==> src/rtl/fetch_queue.sv <==
// fetch_queue: instruction-fetch front end that issues word fetches, queues PC-tagged responses for ID,
// and discards stale responses after a redirect. Define FETCH_QUEUE_BYPASS_EN to forward into an empty queue.
module fetch_queue #(
  parameter int unsigned DEPTH    = 4,
  parameter logic [31:0] RESET_PC = 32'hBFC0_0000
) (
  input  logic        clk,
  input  logic        rst,
  output logic        inst_req,
  output logic [31:0] inst_addr,
  input  logic        inst_addr_ok,
  input  logic        inst_data_ok,
  input  logic [31:0] inst_rdata,
  input  logic        flush,
  input  logic [31:0] flush_pc,
  output logic        id_valid,
  input  logic        id_ready,
  output logic [31:0] id_pc,
  output logic [31:0] id_inst,
  output logic        id_adel
);

  localparam int unsigned      PTR_W   = $clog2(DEPTH);
  localparam int unsigned      CNT_W   = $clog2(DEPTH + 1);
  localparam logic [CNT_W-1:0] DEPTH_C = CNT_W'(DEPTH);

  typedef struct packed {
    logic [31:0] pc;
    logic [31:0] inst;
    logic        adel;
  } entry_t;

  entry_t           r_q [DEPTH];
  logic [31:0]      r_pf [DEPTH];
  logic [PTR_W-1:0] r_rd_ptr, r_wr_ptr, r_pf_rd, r_pf_wr;
  logic [CNT_W-1:0] r_count, r_pend, r_drop;
  logic [31:0]      r_pc;
  logic             r_halt;

  logic   w_room, w_aligned, w_fire;
  logic   w_resp_keep, w_resp_drop, w_adel_push;
  logic   w_byp_take, w_push, w_pop;
  entry_t w_head, w_push_entry;

  // Slots are reserved at issue time, so every kept response is guaranteed a free entry.
  assign w_room    = ({1'b0, r_count} + {1'b0, r_pend}) < {1'b0, DEPTH_C};
  assign w_aligned = (r_pc[1:0] == 2'b00);
  assign inst_req  = ~rst & ~flush & ~r_halt & w_room & w_aligned;
  assign inst_addr = r_pc;
  assign w_fire    = inst_req & inst_addr_ok;

  assign w_resp_drop = inst_data_ok & (r_drop != '0);
  assign w_resp_keep = inst_data_ok & (r_drop == '0) & ~flush;
  assign w_adel_push = ~flush & ~r_halt & ~w_aligned & (r_pend == '0) & (r_count < DEPTH_C);
  assign w_head      = r_q[r_rd_ptr];

  always_comb begin
    id_valid   = (r_count != '0);
    id_pc      = w_head.pc;
    id_inst    = w_head.inst;
    id_adel    = w_head.adel;
    w_byp_take = 1'b0;
`ifdef FETCH_QUEUE_BYPASS_EN
    if (w_resp_keep && (r_count == '0)) begin
      id_valid   = 1'b1;
      id_pc      = r_pf[r_pf_rd];
      id_inst    = inst_rdata;
      id_adel    = 1'b0;
      w_byp_take = id_ready;
    end
`endif
  end

  assign w_push = (w_resp_keep & ~w_byp_take) | w_adel_push;
  assign w_pop  = (r_count != '0) & id_ready & ~flush;

  always_comb begin
    w_push_entry      = '0;
    w_push_entry.pc   = r_pf[r_pf_rd];
    w_push_entry.inst = inst_rdata;
    if (w_adel_push) begin
      w_push_entry.pc   = r_pc;
      w_push_entry.inst = 32'h0;
      w_push_entry.adel = 1'b1;
    end
  end

  // NOTE: the PC FIFO storage has no reset; its pointers and r_pend alone decide which words are ever read.
  always_ff @(posedge clk) begin
    if (w_fire) r_pf[r_pf_wr] <= r_pc;
  end

  // NOTE: sequential state uses non-blocking assignments so every update sees the pre-edge values.
  always_ff @(posedge clk) begin
    if (rst) begin
      r_pc     <= RESET_PC;
      r_halt   <= 1'b0;
      r_count  <= '0;
      r_pend   <= '0;
      r_drop   <= '0;
      r_rd_ptr <= '0;
      r_wr_ptr <= '0;
      r_pf_rd  <= '0;
      r_pf_wr  <= '0;
      for (int i = 0; i < int'(DEPTH); i++) r_q[i] <= '0;
    end else if (flush) begin
      r_pc     <= flush_pc;
      r_halt   <= 1'b0;
      r_count  <= '0;
      r_pend   <= '0;
      r_drop   <= r_drop + r_pend - CNT_W'(inst_data_ok);
      r_rd_ptr <= '0;
      r_wr_ptr <= '0;
      r_pf_rd  <= '0;
      r_pf_wr  <= '0;
    end else begin
      if (w_fire) begin
        r_pc    <= r_pc + 32'd4;
        r_pf_wr <= r_pf_wr + PTR_W'(1);
      end
      if (w_resp_keep) r_pf_rd <= r_pf_rd + PTR_W'(1);
      if (w_adel_push) r_halt <= 1'b1;
      if (w_push) begin
        r_q[r_wr_ptr] <= w_push_entry;
        r_wr_ptr      <= r_wr_ptr + PTR_W'(1);
      end
      if (w_pop) r_rd_ptr <= r_rd_ptr + PTR_W'(1);
      r_pend  <= r_pend + CNT_W'(w_fire) - CNT_W'(w_resp_keep);
      r_drop  <= r_drop - CNT_W'(w_resp_drop);
      r_count <= r_count + CNT_W'(w_push) - CNT_W'(w_pop);
    end
  end

endmodule
==> config.mk <==
export PLATFORM = sky130hd
export DESIGN_NAME = fetch_queue
export DESIGN_NICKNAME = d
export VERILOG_FILES = /design/src/rtl/fetch_queue.sv
export SDC_FILE = /design/constraint.sdc
export NUM_CORES = 1
export LEC_CHECK = 0
export ABC_CLOCK_PERIOD_IN_PS = 7200
export CORE_ASPECT_RATIO = 1.4
export CORE_UTILIZATION = 58
export CTS_BUF_LIST = sky130_fd_sc_hd__clkbuf_16
export CTS_CLUSTER_DIAMETER = 60
export DETAILED_ROUTE_END_ITERATION = 16
export PLACE_DENSITY = 0.78
export SLEW_MARGIN = 25
export SYNTH_ARGS = -nofsm -noshare
export SYNTH_HDL_FRONTEND = slang
export SYNTH_SLANG_ARGS = --single-unit
==> constraint.sdc <==
create_clock -name clk -period 7.2 [get_ports clk]
set_input_delay 1.44 -clock clk [delete_from_list [all_inputs] [get_ports clk]]
set_output_delay 1.44 -clock clk [all_outputs]
set_load 0.01 [all_outputs]
==> flow_metrics.env <==
export IMPL_fin_nets=1567
export IMPL_hold_class="reg -> reg"
export IMPL_io_pins=169
export IMPL_io_buffers=168
export IMPL_drtIter0Drc=923
export IMPL_fin_crit_sh_pct=66.29
export IMPL_cts_hold_buf=0
export IMPL_rows=78
export IMPL_vdd_drop_max_v=0.0001687
export IMPL_gp_congestion=0.8292
export IMPL_rsz0062_at_grt="no"
export IMPL_fin_skew_ns=0.009743
export IMPL_fin_tns_setup_ns=0
export IMPL_synth_top_area_share_pct=61.42
export IMPL_synthArstFlopShare_pct=0
export IMPL_cp_arrival_ns=3.33
export IMPL_fp_dieH_um=216.0
export IMPL_initial_core_util_pct=58.72
export IMPL_clk_latency_ns=0.53
export IMPL_grt_usage_pct=25.58
export IMPL_yosys_area_top_type="edfxtp_1"
export IMPL_ys_top_cells_by_count="edfxtp_1 (388), nor2_1 (212), nand2_1 (159)"
export IMPL_fin_crit_ns=4.773
export IMPL_drc=0
export IMPL_grt_max_degree=69
export IMPL_status="finished, final reports clean"
export IMPL_drive_above_1_share_pct=15.52
export IMPL_grt_pass1_wl_mm=64.89
export IMPL_cts_made_buffers=40
export IMPL_firstDrtPassIters=7
export IMPL_synth_warnings=0
export IMPL_ys_flop_type="edfxtp_1"
export IMPL_cts_tree="built"
export IMPL_synth_area_leaders="edfxtp_1 (61%), mux4_2 (12%), dfxtp_1 (5.7%)"
export IMPL_grt_pass1_vias=11913
export IMPL_clock_path_buffers=3
export IMPL_slew_violations=0
export IMPL_seq_area_frac_synth_pct=67.12
export IMPL_vias=11601
export IMPL_syn_nets=1429
export IMPL_crit_required_ns=5.76
export IMPL_cp_max_fo=42
export IMPL_synthDistinctLibCells=54
export IMPL_ys_ff_latch=442
export IMPL_fmax_ghz=0.2095
export IMPL_antenna_left=0
export IMPL_cap_violations=0
export IMPL_hold_viol=0
export IMPL_criticalPathCategory="in -> out"
export IMPL_ctsResizeCount=0
export IMPL_synth_edff_count=388
export IMPL_whs_ns=0.5024
export IMPL_antenna_found_initial=0
export IMPL_globalRouteOverflowTotal=0
export IMPL_clock_sinks=442
export IMPL_die_w_um=154.8
export IMPL_hpwl_mm=24.56
export IMPL_startpoint_type="input pin"
export IMPL_drt_wl_total_mm=41.49
export IMPL_areaGrowthSynthToFinish_pct=18.44
export IMPL_p_per_area_nw_per_um2=254.8
export IMPL_synth_area_um2=18970
export IMPL_viasPerCell=5.955
export IMPL_cp_end_kind="output pin"
export IMPL_worst_slew_pin_slew_ns=1.049
export IMPL_slew_headroom_pct=30.10
export IMPL_cts_root_buffer="clkbuf_16"
export IMPL_core_um2=32300
export IMPL_p_leak_nw=7.893
export IMPL_diodes=0
export IMPL_finalNonFillerCells=1948
export IMPL_synth_cells=1340
export IMPL_htreeDepth=2
export IMPL_setup_viol=0
export IMPL_avgSynthCellArea_um2=14.16
export IMPL_post_cts_buffers=0
export IMPL_die_area_um2=33440
export IMPL_place_inst=1874
export IMPL_wl_per_cell_um=21.30
export IMPL_clk_pin_slew_ns=0.06
export IMPL_yosysMostFrequentCell="edfxtp_1"
## report_power, final
part	switching [mW]	total (mW)	internal (mW)
sequential	0.0690	2.96	2.89
combinational	0.274	0.502	0.227
clock	0.903	2.26	1.36
total	1.25	5.73	4.48
## worst max-delay path, stage by stage
cell,delay (ns)
clkdlybuf4s50_1,0.50
buf_4,0.33
nor4_1,0.32
and3_1,0.21
clkdlybuf4s50_1,0.53
## logic make-up after synthesis
group                    after synthesis  share of synthesized area (%)
AO/OA/AOI/OAI                        143                          4.901
flip-flops                           442                          67.12
AND/OR/NAND/NOR                      479                          10.94
multiplexers                         108                          12.14
adder cells (fa/ha/maj)               19                          1.372
buffers and inverters                136                          2.935
XOR/XNOR                              13                         0.6002
## layer usage
metal / part of all wire (%) / up-vias / GRT usage (%)
met3: 6.6 / 77 / 3.936
met1: 39 / 5860 / 33.26
met4: 2.5 / 0 / 8.845
met2: 52 / 463 / 44.01
met5: 0 / - / 0
li1: - / 5201 / -
## area by class of cell
type / instances / area [um^2]
clock inverter: 31 / 377.9
tap: 440 / 550.5
timing repair buffer: 184 / 1857
inverter: 48 / 180.2
clock buffer: 41 / 1026
sequential: 442 / 12740
fill: 2139 / 9837
multi-input combinational: 762 / 5736
## cells in the final DEF, fill, tap and decap left out, types with 12 or more instances in the layout
master           instances
a21o_1                  32
a21oi_1                 55
buf_4                   12
clkbuf_16               41
clkdlybuf4s50_1        167
dfxtp_1                 50
edfxtp_1               388
ha_1                    16
inv_1                   57
mux4_2                  97
nand2_1                159
nand3_1                 18
nor2_1                 212
nor2_2                  18
o21ai_0                 16
## flip-flops by register name, indices dropped and copies added, names as in the netlist, named ones only
name / count
r_pf: 128
r_pf_wr: 2
r_q: 260
r_wr_ptr: 2
r_halt: 1
r_pend: 3
r_pf_rd: 2
inst_addr: 32
r_rd_ptr: 2
r_count: 3
r_drop: 3
## worst paths after layout
kind,start,depth (start not counted),endpoint,slack [ns]
max,flush,5,inst_req,2.43
min,r_pf_wr[1],2,r_pf_wr[1],0.50
max reg2reg,r_pend[2],6,r_q[1][55],3.67
min reg2reg,r_pf_wr[1],2,r_pf_wr[1],0.50
## through the flow
step	worst slack (ns)	utilization [%]	area, um^2	power [mW]
global placement	1.827	65.00	21000	3.497
finish	2.427	69.55	22470	5.725
floorplan	1.011	-	18970	3.284
detailed placement	1.782	65.09	21030	3.514
CTS	2.194	69.43	22430	5.748
global route	2.366	69.55	22470	5.897
No activity file was read; power rests on OpenSTA's default activity.
